**src/rtl/swicth_conf_decoder_24.sv**
```systemverilog
// Configuration packet decoder for one switch.
// It snoops the shared 64-bit configuration bus and accepts beats addressed to
// this switch or to broadcast (id 12'hFFF). It produces registered write strobes
// for pc_max, pc_loop and the conf memory.
//
// state | meaning
// ------+---------------------------------------------------------------
// IDLE  | decode matched command beats (SET_MAX, SET_LOOP, WRITE, BURST)
// BURST | accept DATA beats (any id) until remaining hits 0 or an abort
module swicth_conf_decoder_24 #(
  parameter int SWICTH_NUMBER = 0,
  parameter int PC_WIDTH      = 1,
  parameter int CONF_WIDTH    = 24
) (
  input  logic                  clk,
  input  logic                  rst,
  input  logic [63:0]           conf_bus_in,
  output logic [PC_WIDTH-1:0]   pc_max,
  output logic                  pc_max_we,
  output logic [PC_WIDTH-1:0]   pc_loop,
  output logic                  pc_loop_we,
  output logic                  net_mem_we,
  output logic [PC_WIDTH-1:0]   net_mem_waddr,
  output logic [CONF_WIDTH-1:0] net_mem_data,
  output logic [2:0]            thread_id,
  output logic                  burst_active,
  output logic                  conf_done
);

  typedef enum logic {
    IDLE  = 1'b0,
    BURST = 1'b1
  } state_t;

  localparam logic [11:0] SWITCH_ID    = 12'(SWICTH_NUMBER);
  localparam logic [11:0] BROADCAST_ID = 12'hFFF;

  localparam logic [2:0] OP_SET_MAX  = 3'd1;
  localparam logic [2:0] OP_SET_LOOP = 3'd2;
  localparam logic [2:0] OP_WRITE    = 3'd3;
  localparam logic [2:0] OP_BURST    = 3'd4;
  localparam logic [2:0] OP_DATA     = 3'd5;

  state_t              state;
  logic [PC_WIDTH-1:0] next_addr;
  logic [15:0]         remaining;

  logic                  beat_valid;
  logic [2:0]            beat_op;
  logic [11:0]           beat_id;
  logic [2:0]            beat_thread;
  logic [PC_WIDTH-1:0]   beat_addr;
  logic [15:0]           beat_count;
  logic [CONF_WIDTH-1:0] beat_data;
  logic                  id_match;
  logic                  is_cmd;
  logic                  cmd_take;
  logic                  data_take;
  logic                  unused_bits;

  assign beat_valid  = conf_bus_in[63];
  assign beat_op     = conf_bus_in[62:60];
  assign beat_id     = conf_bus_in[59:48];
  assign beat_thread = conf_bus_in[47:45];
  assign beat_addr   = conf_bus_in[PC_WIDTH+31:32];
  assign beat_count  = conf_bus_in[31:16];
  assign beat_data   = conf_bus_in[CONF_WIDTH-1:0];
  assign unused_bits = ^conf_bus_in[44:PC_WIDTH+32];

  assign id_match = beat_valid && ((beat_id == SWITCH_ID) || (beat_id == BROADCAST_ID));
  assign is_cmd   = (beat_op >= OP_SET_MAX) && (beat_op <= OP_BURST);

  // DATA beats in BURST ignore the id field. Matched commands in BURST abort it
  // and are then decoded as IDLE commands in the same cycle.
  assign data_take = (state == BURST) && beat_valid && (beat_op == OP_DATA);
  assign cmd_take  = id_match && ((state == IDLE) || is_cmd);

  assign burst_active = (state == BURST);

  // Decode FSM with registered strobes and held value outputs.
  always_ff @(posedge clk) begin
    if (rst) begin
      state         <= IDLE;
      next_addr     <= '0;
      remaining     <= '0;
      pc_max        <= '0;
      pc_max_we     <= 1'b0;
      pc_loop       <= '0;
      pc_loop_we    <= 1'b0;
      net_mem_we    <= 1'b0;
      net_mem_waddr <= '0;
      net_mem_data  <= '0;
      thread_id     <= '0;
      conf_done     <= 1'b0;
    end else begin
      pc_max_we  <= 1'b0;
      pc_loop_we <= 1'b0;
      net_mem_we <= 1'b0;
      conf_done  <= 1'b0;

      if (data_take) begin
        net_mem_we    <= 1'b1;
        net_mem_waddr <= next_addr;
        net_mem_data  <= beat_data;
        next_addr     <= next_addr + 1'b1;
        remaining     <= remaining - 16'd1;
        if (remaining == 16'd1) begin
          conf_done <= 1'b1;
          state     <= IDLE;
        end
      end else if (cmd_take) begin
        if (state == BURST) begin
          state     <= IDLE;
          remaining <= '0;
        end
        case (beat_op)
          OP_SET_MAX: begin
            pc_max    <= beat_data[PC_WIDTH-1:0];
            pc_max_we <= 1'b1;
            thread_id <= beat_thread;
          end
          OP_SET_LOOP: begin
            pc_loop    <= beat_data[PC_WIDTH-1:0];
            pc_loop_we <= 1'b1;
            thread_id  <= beat_thread;
          end
          OP_WRITE: begin
            net_mem_we    <= 1'b1;
            net_mem_waddr <= beat_addr;
            net_mem_data  <= beat_data;
            thread_id     <= beat_thread;
            conf_done     <= 1'b1;
          end
          OP_BURST: begin
            thread_id <= beat_thread;
            next_addr <= beat_addr;
            remaining <= beat_count;
            state     <= (beat_count != 16'd0) ? BURST : IDLE;
          end
          default: ;
        endcase
      end
    end
  end

endmodule

```
**config.mk**
```make
export PLATFORM = sky130hd
export DESIGN_NAME = swicth_conf_decoder_24
export DESIGN_NICKNAME = d
export VERILOG_FILES = /design/src/rtl/swicth_conf_decoder_24.sv
export SDC_FILE = /design/constraint.sdc
export NUM_CORES = 1
export LEC_CHECK = 0
export BUFFER_PORTS_ARGS = -buffer_cell sky130_fd_sc_hd__buf_4
export CAP_MARGIN = 10
export CORE_MARGIN = 10
export CORE_UTILIZATION = 49
export CTS_CLUSTER_SIZE = 28
export DETAILED_ROUTE_END_ITERATION = 12
export GPL_TIMING_DRIVEN = 0
export PLACE_DENSITY = 0.83
export SYNTH_ARGS = -nofsm -noshare
export SYNTH_HDL_FRONTEND = slang
export SYNTH_SLANG_ARGS = --single-unit
```
**constraint.sdc**
```tcl
create_clock -name clk -period 2.25 [get_ports clk]
set_input_delay 0.225 -clock clk [delete_from_list [all_inputs] [get_ports clk]]
set_output_delay 0.225 -clock clk [all_outputs]
set_load 0.1 [all_outputs]
```
# Word-level counts from Yosys, hierarchy flattened
# Index checks and enable logic that the tools add are counted.
# totals
elab_cells,74
register_bits,52
output_inout_bits,35
# op_classes
order_cmp,2
addsub,2
n_mux,25
eq_ne,8
n_bitwise,3
n_reduce_logical,22
# ops
operator,count
24-bit two-way mux,3
16-bit two-way mux,4
1-bit two-way mux,18
16-bit by 1-bit == test with 1-bit output (second input constant),1
16-bit nonzero test,1
16-bit by 1-bit subtractor with 16-bit output (second input constant),1
12-bit == test (second input constant),1
12-bit logical NOT,1
3-bit AND reduction,3
2-bit AND reduction,4
3-bit by 2-bit == test with 1-bit output (second input constant),2
3-bit == test (second input constant),2
2-bit nonzero test,3
1-bit logical AND,5
4-bit OR reduction,1
3-bit by 1-bit == test with 1-bit output (second input constant),1
3-bit by 1-bit >= comparator with 1-bit output (second input constant),1
3-bit less-or-equal comparator (second input constant),1
1-bit NOT,3
3-bit nonzero test,1
3-bit OR reduction,1
1-bit logical OR,2
2-bit by 1-bit != test with 1-bit output (second input constant),1
1-bit adder (second input constant),1

# Longest topological paths before layout
# Gate-level depths: netlist (run 1).
# depth
word_depth,6
depth_mapped,7
mapped_depth_nobuf,6

# Worst setup path before layout (run 1)
# No wires, ideal clock.
# synth_timing
path_kind,reg-to-reg
from,"register state, in the netlist burst_active"
to,register remaining[12]
path_buffers,0
slack_ns,0.073
setup_time_ns,0.117
t_arrival_ns,2.059
t_required_ns,2.133
path_stages_with_launch,4
cell_sequence,dfxtp_1 -> nand4_1 -> or4_1 -> a32o_1
# synth_between
elab_chain_len,5
word_cells_on_any_way,9
cone_classes,1 x mux; 1 x bitwise; 7 x reduce/logical
# synth_rtl
element,line_no,rtl
"start, declared",44,state_t state;
"start signal, assigned",138,state <= (beat_count != 16'd0) ? BURST : IDLE;
1-bit NOT,76,assign cmd_take = id_match && ((state == IDLE) || is_cmd);
1-bit logical OR,76,
1-bit logical AND,76,
2-bit nonzero test (no source line),--,
2-bit AND reduction (no source line),--,
"end signal, assigned",106,remaining <= remaining - 16'd1;
"end signal, assigned",137,remaining <= beat_count;
"end, declared",46,logic [15:0] remaining;
# Parallel ways exist; a longest one is shown, timed or not.
# A chain may end at the register's enable or synchronous reset.

# Worst setup path after layout (run 1)
# layout_timing
from,register remaining[2]
to,register remaining[12]
# layout_between
elab_chain_len,2
# layout_rtl
element,line_no,rtl
16-bit by 1-bit subtractor with 16-bit output,106,
16-bit two-way mux,101,if (data_take) begin
# No other way between the ends.

==> results of run 1 <==
==> cell type report <==
class / instances / area [sq um] / area share
Timing Repair Buffer: 86 / 645.6 / 0.1834
Multi-Input combinational cell: 221 / 1521 / 0.4323
Tap cell: 70 / 87.58 / 0.02488
Buffer: 16 / 80.08 / 0.02275
Clock buffer: 6 / 82.58 / 0.02346
Clock inverter: 2 / 38.79 / 0.01102
Sequential cell: 52 / 1041 / 0.2958
Inverter: 6 / 22.52 / 0.006399
==> power groups by stage <==
| stage | clock [mW] | combinational [mW] | sequential [mW] |
|---|---|---|---|
| after floorplan | 0 | 0.0611 | 0.941 |
| after global placement | 0 | 0.156 | 0.941 |
| after detailed placement | 0 | 0.159 | 0.941 |
| after CTS | 0.693 | 0.160 | 0.920 |
| after global routing | 0.729 | 0.178 | 0.920 |
| final | 0.688 | 0.160 | 0.920 |
==> final timing paths <==
check | end | from | cells after the start | slack (ns)
max reg2reg | remaining[12] | remaining[2] | 4 | 0.22
min | pc_loop_we | conf_bus_in[60] | 2 | 0.13
max | remaining[12] | remaining[2] | 4 | 0.22
min reg2reg | pc_loop | pc_loop | 2 | 0.48
==> registers in the layout (all words and copies together), names as in the netlist <==
register       cells
remaining         16
pc_max_we          1
pc_loop_we         1
thread_id          3
pc_max             1
burst_active       1
pc_loop            1
net_mem_data      24
conf_done          1
next_addr          1
net_mem_waddr      1
net_mem_we         1
==> worst reg2reg max path: stages (launching register included) <==
cell	delay [ns]
dfxtp_1	0.38
nor4_4	0.48
nand4_1	0.32
or4_1	0.48
a32o_1	0.27
==> metal layers <==
layer	track usage	vias up	wire, um
li1	-	1269	-
met1	0.2213	1217	3445
met2	0.2915	114	3760
met3	0.03997	9	503
met4	0.04937	0	105
met5	0	-	0
==> cell usage in the layout, fill, tap and decap left out, types with 3 or more instances in the layout <==
| master | Yosys | layout |
|---|---|---|
| o21ai_0 | 6 | 6 |
| or3_1 | 3 | 3 |
| nand4_1 | 10 | 10 |
| nor2_1 | 21 | 21 |
| buf_4 | 2 | 88 |
| buf_2 | 4 | 4 |
| a221oi_1 | 5 | 5 |
| o21ai_1 | 4 | 4 |
| a21oi_1 | 4 | 4 |
| a32o_1 | 7 | 7 |
| dfxtp_1 | 52 | 52 |
| nand3_1 | 3 | 3 |
| mux2i_1 | 28 | 28 |
| clkbuf_8 | 0 | 6 |
| nand2b_1 | 50 | 50 |
| clkbuf_1 | 8 | 8 |
| a21o_1 | 3 | 3 |
| a211oi_1 | 5 | 5 |
| nor4_1 | 10 | 10 |
| nor3_1 | 6 | 6 |
| inv_1 | 6 | 6 |
| a22oi_1 | 5 | 5 |
| nand2_1 | 16 | 16 |
| o31ai_1 | 4 | 4 |
==> per-stage QoR <==
| stage | util | instances |
|---|---|---|
| 2_1_floorplan | - | 295 |
| 3_3_place_gp | 0.6529 | 451 |
| 3_5_place_dp | 0.6529 | 451 |
| 4_1_cts | 0.6762 | 459 |
| 5_1_grt | 0.6762 | 459 |
| 6_report | 0.6762 | 459 |
==> cells by family (layout without fill, tap and decap cells) <==
family / Yosys count / after routing
simple gates: 135 / 135
buf+inv: 22 / 116
xor+xnor: 3 / 3
mux: 28 / 28
compound gates: 53 / 53
fa+ha+maj: 2 / 2
flops: 52 / 52
==> run summary, run 1 <==
Num CTS Buffers -> 5
Leak pwr -> 1.622 nW
Hold-fix buffer count after cts -> 0
Final worst clock skew -> 0.008499 ns
Largest net degree at the start of global routing -> 17
Leading cell types by total area after synthesis -> dfxtp_1 (39%), nand2b_1 (12%), mux2i_1 (11%)
Global-route usage over all layers -> 0.1756
Fmax -> 0.4925 GHz
Nets in the synthesized netlist -> 363
Minimum clock period -> 2.031 ns
Slowest Stage Delay on Critical Path -> 0.48 ns
Number of vias per cell -> 5.684
Post-CTS Setup Inserts -> 0
Prevailing post-synth register cell -> dfxtp_1
Port Buffers -> 86
Main combinational cell family by area after synthesis -> simple AND/OR/NAND/NOR gates
Critical Path Slowest Stage Cell -> nor4_4
Syn Area/Cell -> 9.034 sq um
Top Family by Delay on Critical Path -> simple AND/OR/NAND/NOR gates
Crit-path max FO -> 8
H-tree depth -> 2
Net switching power figure -> 395.2 uW
Clock group share of total power -> 0.389
Nets@finish -> 456
Total negative slack -> 0 ns
Core ar. -> 0.005205 sq mm
Portion of the clock cycle consumed by the worst path in the final layout -> 0.9025
First-pass DRT Iterations -> 4
Number of antenna violations at the first check in global routing -> 0
CTS tree -> done
Cell internal power dissipation -> 1.372 mW
Final wirelength -> 7.814 mm
Post-detailed-route DRC marker count -> 0
Post-detailed-placement half-perimeter wirelength -> 6.061 mm
Post-synthesis instance area -> 0.002665 sq mm
Die Span Y -> 93.75 um
Die area -> 0.008789 sq mm
Pre-CTS WS -> 0.2374 ns
Worst hold path class -> input port to flip-flop
Grt total ovfl -> 0
Fraction of synthesis flops using an asynchronous set or reset pin -> 0
Die width -> 93.75 um
Root Driver -> clkbuf_8
Later-pin clock latency in the skew report -> 0.31 ns
Cell with the most instances after synthesis -> dfxtp_1
Total count of max-transition violations in the final report -> 0
Cells along the critical path -> nor4_4, nand4_1, or4_1, a32o_1
Warnings from Yosys -> 0
Remaining antenna violation count -> 0
Critical path class -> flip-flop to flip-flop
Number of buffers between clock root and the deepest sink -> 2
Ports -> 101
Routed WL per cell -> 17.02 um
Crit end category -> flip-flop
Filler Cell Count -> 465
Number of diodes added for antenna fixing -> 0
Share of final-layout standard cells stronger than drive strength 1 -> 0.2725
Critical path launch point type -> flip-flop
Global-route wire length before repair -> 12.80 mm
Count of flip-flops with a built-in enable after synthesis -> 0
Worst path setup slack after routing -> 0.2194 ns
Comb power frac -> 0.090
Top cell types by occurrence after synthesis -> dfxtp_1 (52), nand2b_1 (50), mux2i_1 (28)
Sequential share of power -> 0.520
Overall power of the completed layout -> 1.767 mW
Compound-cell area share of the yosys netlist -> 0.1521
Simple-gate portion of the synthesized area -> 0.2944
Final count of negative-setup-slack endpoints -> 0
Share of cell area taken by muxes after synthesis -> 0.1052
Status -> completed
Synth unique cells -> 47
Sequential area share after synthesis -> 0.3906
Xor/xnor share of the synthesized area -> 0.009859
Via count of the first global-routing pass -> 2607
Total non-filler cell area in the finished layout -> 0.003520 sq mm
Areal power density over the cells -> 502.2 mW/mm^2
Worst supply voltage drop on vdd -> 0.0003295 V
Area added between synthesis and finish -> 32.07%
Worst slew slack as a fraction of its limit -> 0.6393
Count of final hold-check violations -> 0
Data arrival at the endpoint of the critical path -> 2.24 ns
Clock-pin slew reported for the worst setup and hold paths after clock tree synthesis -> 0.10 ns
Final estimated routing congestion in global placement -> 0.8778
Actual slew at the worst max-slew pin -> 0.5361 ns
Vias -> 2609
Most area-hungry cell type in the Yosys netlist -> dfxtp_1
Flip-flop and latch count after synthesis -> 52
Adder and majority gate portion of the synthesized area -> 0.009390
Cell area after placement -> 0.003398 sq mm
Initial standard-cell utilization of the core -> 0.5120
Worst hold margin -> 0.1265 ns
Gate Count Post-Synth -> 295
Total number of clock tree sinks -> 52
Number of gates resized after cts -> 0
Switch share -> 0.2236
Max-capacitance violation count -> 0
Initial DRC Count -> 163
Fraction of post-synthesis cell area in the top cell type by area -> 0.3906
Bufs and invs on worst path -> 0
Crit path required time -> 2.45 ns
RSZ-0062 raised after global routing -> false
Site Rows -> 26
(Power assumes the default switching activity.)
==> run 2, diff against run 1 <==
--- a/config.mk
+++ b/config.mk
@@ -11,7 +11,6 @@
 export CORE_UTILIZATION = 49
 export CTS_CLUSTER_SIZE = 28
 export DETAILED_ROUTE_END_ITERATION = 12
-export GPL_TIMING_DRIVEN = 0
 export PLACE_DENSITY = 0.83
 export SYNTH_ARGS = -nofsm -noshare
 export SYNTH_HDL_FRONTEND = slang
==> run summary, run 2 (synthesized netlist as in run 1, its figures left out) <==
R2r endpoint -> remaining[14]
Total negative slack -> 0 ns (unchanged)
FF-to-FF path depth -> 5 (+1)
Remaining antenna violation count -> 0 (unchanged)
Actual slew at the worst max-slew pin -> 0.5720 ns (+0.03582 ns)
H-tree depth -> 2 (unchanged)
Data arrival at the endpoint of the critical path -> 2.20 ns (-0.04 ns)
Count of placed standard cells including taps -> 447 (-0.89%)
Routed WL per cell -> 16.16 um (-5.0%)
Cells along the critical path -> or4_4, or4_4, o31ai_1, or3_1, o21ai_1
Cell type with the highest occurrence count on the critical path -> or4_4
Status -> completed
Largest registers ranked by flip-flop count -> net_mem_data x24, remaining x16, thread_id x3
Switch share -> 0.2419 (+0.01830)
Most common library cell in the layout ignoring fill and taps -> buf_4
Ports -> 101 (unchanged)
Total number of clock tree sinks -> 52 (unchanged)
Worst supply voltage drop on vdd -> 0.0003993 V (+21%)
Minimum clock period -> 2.020 ns (-0.01092 ns)
Areal power density over the cells -> 461.2 mW/mm^2 (-8.2%)
Critical path launch point type -> flip-flop
Sequential share of power -> 0.567 (+0.047)
Post-CTS Setup Inserts -> 0 (unchanged)
Nets@finish -> 452 (-0.88%)
Global-route wire length before repair -> 11.85 mm (-7.4%)
CTS tree -> done
Leak pwr -> 1.623 nW (about the same)
Cell internal power dissipation -> 1.230 mW (-10%)
Die Span Y -> 93.75 um (unchanged)
Clock-pin slew reported for the worst setup and hold paths after clock tree synthesis -> 0.10 ns (about the same)
Die area -> 0.008789 sq mm (unchanged)
Commonest non-fill, non-tap cells in the layout -> buf_4 (98), dfxtp_1 (52), nand2b_1 (50)
Global routing usage on met1 -> 0.1998 (-0.02147)
Final worst clock skew -> 0.003463 ns (-0.005036 ns)
Global routing met3 resource utilization -> 0.03917 (-0.0007994)
Slowest Stage Delay on Critical Path -> 0.58 ns (+0.10 ns)
Met2 Usage GRT -> 0.2753 (-0.01613)
Comb power frac -> 0.097 (+0.007)
Critical path class -> flip-flop to flip-flop
Grt peak-use layer -> met2
Grt total ovfl -> 0 (unchanged)
Crit-path max FO -> 6 (-2)
Register with the most flip-flops -> net_mem_data
Number of buffers between clock root and the deepest sink -> 2 (unchanged)
Initial DRC Count -> 125 (-23%)
Via count of the first global-routing pass -> 2513 (-3.6%)
Final wirelength -> 7.355 mm (-5.9%)
Number of antenna violations at the first check in global routing -> 0 (unchanged)
Hold-fix buffer count after cts -> 0 (unchanged)
Crit path required time -> 2.43 ns (-0.02 ns)
Area added between synthesis and finish -> 32.02% (about the same)
Vias -> 2531 (-3.0%)
Net switching power figure -> 392.5 uW (-0.69%)
Number of vias per cell -> 5.563 (-2.1%)
Portion of the clock cycle consumed by the worst path in the final layout -> 0.8976 (-0.004852)
Site Rows -> 26 (unchanged)
Global-route usage over all layers -> 0.1623 (-0.01328)
Max-capacitance violation count -> 0 (unchanged)
Worst hold margin -> 0.1341 ns (+0.007666 ns)
Total count of max-transition violations in the final report -> 0 (unchanged)
Initial standard-cell utilization of the core -> 0.5120 (unchanged)
Num CTS Buffers -> 5 (unchanged)
Post-detailed-route DRC marker count -> 0 (unchanged)
Number of diodes added for antenna fixing -> 0 (unchanged)
Share of final-layout standard cells stronger than drive strength 1 -> 0.2935 (+0.02101)
CP endpoint -> remaining[14]
Worst slew slack as a fraction of its limit -> 0.6187 (-0.02059)
Root Driver -> clkbuf_8
Count of final hold-check violations -> 0 (unchanged)
Later-pin clock latency in the skew report -> 0.30 ns (about the same)
First-pass DRT Iterations -> 4 (unchanged)
Critical Path Slowest Stage Cell -> or4_4
Crit end category -> flip-flop
Final count of negative-setup-slack endpoints -> 0 (unchanged)
Port Buffers -> 88 (+2.3%)
RSZ-0062 raised after global routing -> false
Worst hold path class -> input port to flip-flop
Largest net degree at the start of global routing -> 74 (+57)
Share of the core filled with cells in the final layout -> 0.6760 (about the same)
Post-detailed-placement half-perimeter wirelength -> 5.629 mm (-7.1%)
Number of flip-flops in the largest register -> 24 (unchanged)
Register-to-Register Setup Slack -> 0.23 ns (about the same)
Fmax -> 0.4951 GHz (+0.54%)
Final estimated routing congestion in global placement -> 0.8821 (+0.49%)
Die width -> 93.75 um (unchanged)
Startpoint of the lowest-slack register-to-register path -> remaining[6]
Worst setup path startpoint -> remaining[6]
Number of gates resized after cts -> 0 (unchanged)
Final Non-Filler Cells -> 455 (-0.87%)
Clock group share of total power -> 0.336 (-0.053)
Core ar. -> 0.005205 sq mm (unchanged)
==> run 2: changes by cell type in the layout (fill, tap and decap cells not counted), sizes merged <==
cell	change
clkbuf	-9
buf	+4
clkinvlp	+1
bufinv	-1
inv	+1
==> run 2: worst max-delay path, delay by kind of cell (launching register included) <==
kind	cells	cell delay, ns
and+or+nand+nor	3	1.18
DFF	1	0.37
AOI/OAI and AO/OA	2	0.35
==> run 2: how the worst min path moves through the flow <==
stage	cells past startpoint	slack, ns	end	startpoint
after floorplan	1	0.30	pc_loop_we	conf_bus_in[60]
after global placement	2	0.45	pc_loop	pc_loop
after detailed placement	2	0.45	pc_loop_we	conf_bus_in[60]
after CTS	2	0.12	pc_loop_we	conf_bus_in[60]
after global routing	2	0.14	pc_loop_we	conf_bus_in[60]
final	2	0.13	pc_loop_we	conf_bus_in[60]
==> run 2: cell type report <==
type                            count  area (sq um)
Clock buffer                        5         68.82
Clock inverter                      3         21.27
Fill cell                         448          1687
Inverter                            6         22.52
Multi-Input combinational cell    221          1541
Sequential cell                    52          1041
Tap cell                           70         87.58
Timing Repair Buffer               98         735.7
==> run 2: routing by layer <==
metal / up-vias / wire (um)
met5: - / 0
met4: 0 / 96
met3: 10 / 467
met2: 91 / 3461
met1: 1167 / 3329
li1: 1263 / -
==> run 2: power groups by stage <==
stage,combinational [mW],clock [mW],sequential (mW)
after floorplan,0.0611,0,0.941
after global placement,0.153,0,0.941
after detailed placement,0.156,0,0.941
after CTS,0.157,0.553,0.920
after global routing,0.173,0.591,0.920
final,0.157,0.546,0.920
==> run 2: stage by stage <==
stage | worst slack (ns) | total power, mW | instance area [sq um]
floorplan | 0.07322 | 1.002 | 2665
global placement | 0.3451 | 1.095 | 3428
detailed placement | 0.2585 | 1.097 | 3428
CTS | 0.2261 | 1.630 | 3518
global route | 0.05632 | 1.684 | 3518
finish | 0.2303 | 1.623 | 3518
==> run 3, diff against run 2 <==
--- a/config.mk
+++ b/config.mk
@@ -7,7 +7,6 @@
 export LEC_CHECK = 0
 export BUFFER_PORTS_ARGS = -buffer_cell sky130_fd_sc_hd__buf_4
 export CAP_MARGIN = 10
-export CORE_MARGIN = 10
 export CORE_UTILIZATION = 49
 export CTS_CLUSTER_SIZE = 28
 export DETAILED_ROUTE_END_ITERATION = 12
==> run summary, run 3 (synthesized netlist as in run 1, its figures left out) <==
Number of antenna violations at the first check in global routing -> 0 (unchanged)
Crit end category -> flip-flop
Share of final-layout standard cells stronger than drive strength 1 -> 0.2872 (-0.006300)
H-tree depth -> 2 (unchanged)
Commonest non-fill, non-tap cells in the layout -> buf_4 (96), dfxtp_1 (52), nand2b_1 (50)
Grt total ovfl -> 0 (unchanged)
Number of flip-flops in the largest register -> 24 (unchanged)
Routed WL per cell -> 13.97 um (-14%)
Hold-fix buffer count after cts -> 0 (unchanged)
Die area -> 0.005738 sq mm (-35%)
RSZ-0062 raised after global routing -> false
Critical path launch point type -> flip-flop
Startpoint of the lowest-slack register-to-register path -> remaining[6]
Register with the most flip-flops -> net_mem_data
Port Buffers -> 88 (unchanged)
Register-to-Register Setup Slack -> 0.30 ns (+0.07 ns)
Final count of negative-setup-slack endpoints -> 0 (unchanged)
Cells along the critical path -> or4_4, or4_4, o21ai_1, o21ai_1, a221oi_1
Top Family by Delay on Critical Path -> simple AND/OR/NAND/NOR gates
Post-detailed-placement half-perimeter wirelength -> 4.741 mm (-16%)
Areal power density over the cells -> 459.3 mW/mm^2 (-0.41%)
Initial DRC Count -> 105 (-16%)
Nets@finish -> 450 (-0.44%)
Remaining antenna violation count -> 0 (unchanged)
Number of vias per cell -> 5.523 (-0.71%)
Total number of clock tree sinks -> 52 (unchanged)
Leak pwr -> 1.609 nW (-0.87%)
Cell area after placement -> 0.003413 sq mm (-0.44%)
Count of placed standard cells including taps -> 445 (-0.45%)
Area added between synthesis and finish -> 31.41%
Die width -> 75.75 um (-19%)
Minimum clock period -> 1.947 ns (-0.07280 ns)
Fmax -> 0.5136 GHz (+3.7%)
Crit-path max FO -> 6 (unchanged)
Total count of max-transition violations in the final report -> 0 (unchanged)
Data arrival at the endpoint of the critical path -> 2.16 ns (-0.04 ns)
Vias -> 2502 (-1.1%)
Crit path required time -> 2.46 ns (+0.03 ns)
Status -> completed
Later-pin clock latency in the skew report -> 0.31 ns (about the same)
Ports -> 101 (unchanged)
Max-capacitance violation count -> 0 (unchanged)
Via count of the first global-routing pass -> 2207 (-12%)
Critical Path Slowest Stage Cell -> or4_4
Number of buffers between clock root and the deepest sink -> 2 (unchanged)
Total negative slack -> 0 ns (unchanged)
Final Non-Filler Cells -> 453 (-0.44%)
CTS tree -> done
Count of final hold-check violations -> 0 (unchanged)
Post-detailed-route DRC marker count -> 0 (unchanged)
Number of gates resized after cts -> 0 (unchanged)
Global-route usage over all layers -> 0.2300 (+0.06766)
Core ar. -> 0.005172 sq mm (-0.62%)
Stages on the worst setup path -> 5 (unchanged)
Critical path class -> flip-flop to flip-flop
Clock-pin slew reported for the worst setup and hold paths after clock tree synthesis -> 0.09 ns (about the same)
Actual slew at the worst max-slew pin -> 0.5692 ns (-0.002770 ns)
Final estimated routing congestion in global placement -> 0.9055 (+2.7%)
Worst hold path class -> input port to flip-flop
Largest registers ranked by flip-flop count -> net_mem_data x24, remaining x16, thread_id x3
Die Span Y -> 75.75 um (-19%)
Worst supply voltage drop on vdd -> 0.0002582 V (-35%)
First-pass DRT Iterations -> 4 (unchanged)
Root Driver -> clkbuf_8
Slowest Stage Delay on Critical Path -> 0.57 ns (about the same)
Share of the core filled with cells in the final layout -> 0.6771 (+0.001106)
FF-to-FF path depth -> 5 (unchanged)
Portion of the clock cycle consumed by the worst path in the final layout -> 0.8653 (-0.03236)
CP endpoint -> remaining[13]
Final wirelength -> 6.330 mm (-14%)
R2r endpoint -> remaining[13]
Bufs and invs on worst path -> 0 (unchanged)
Most common library cell in the layout ignoring fill and taps -> buf_4
Overall power of the completed layout -> 1.608 mW (-0.87%)
Final worst clock skew -> 0.006911 ns (+0.003448 ns)
Largest net degree at the start of global routing -> 74 (unchanged)
Worst setup path startpoint -> remaining[6]
Total non-filler cell area in the finished layout -> 0.003502 sq mm (-0.46%)
Worst slew slack as a fraction of its limit -> 0.6205 (+0.001847)
Number of diodes added for antenna fixing -> 0 (unchanged)
Site Rows -> 26 (unchanged)
Initial standard-cell utilization of the core -> 0.5152 (+0.003220)
Global-route wire length before repair -> 10.05 mm (-15%)
Num CTS Buffers -> 5 (unchanged)
Post-CTS Setup Inserts -> 0 (unchanged)
run 3: routing by layer:
layer  vias to the layer above  routed length (um)  track usage
met2                        89                2995       0.3933
li1                       1257                   -            -
met4                         0                  62      0.06996
met1                      1149                2829       0.2879
met3                         7                 443      0.05159
met5                         -                   0            0
run 3: area by class of cell:
class	instances	area (sq um)
sequential	52	1041
clock buffer	6	72.57
tap	70	87.58
inverter	6	22.52
clock inverter	2	16.27
multi-input combinational	221	1541
timing repair buffer	96	720.7
fill	424	1670
run 3: power by group:
part | internal, mW | switching, mW | total [mW] | leakage [nW]
logic | 0.0890 | 0.0690 | 0.158 | 1.15
clock network | 0.222 | 0.309 | 0.531 | 0.0414
registers | 0.919 | 0.0000257 | 0.919 | 0.419
total | 1.23 | 0.378 | 1.61 | 1.61
run 3: worst min path at each step:
stage	startpoint	endpoint	slack [ns]	cells after the start
after floorplan	conf_bus_in[60]	pc_loop_we	0.30	1
after global placement	pc_loop	pc_loop	0.45	2
after detailed placement	conf_bus_in[60]	pc_loop_we	0.46	2
after CTS	conf_bus_in[60]	pc_loop_we	0.14	2
after global routing	conf_bus_in[60]	pc_loop_we	0.16	2
final	conf_bus_in[60]	pc_loop_we	0.15	2
run 3: metrics by stage:
step	setup slack, ns	hold WS [ns]
2_1_floorplan	0.07322	0.3035
3_5_place_dp	0.2612	0.4632
6_report	0.3031	0.1487
3_3_place_gp	0.3181	0.4522
4_1_cts	0.2992	0.1385
5_1_grt	0.1787	0.1616
run 3: worst reg2reg max path: stages, from the launching register on:
cell and delay [ns]:
dfxtp_1 0.37, or4_4 0.57, or4_4 0.46, o21ai_1 0.15, o21ai_1 0.07, a221oi_1 0.24
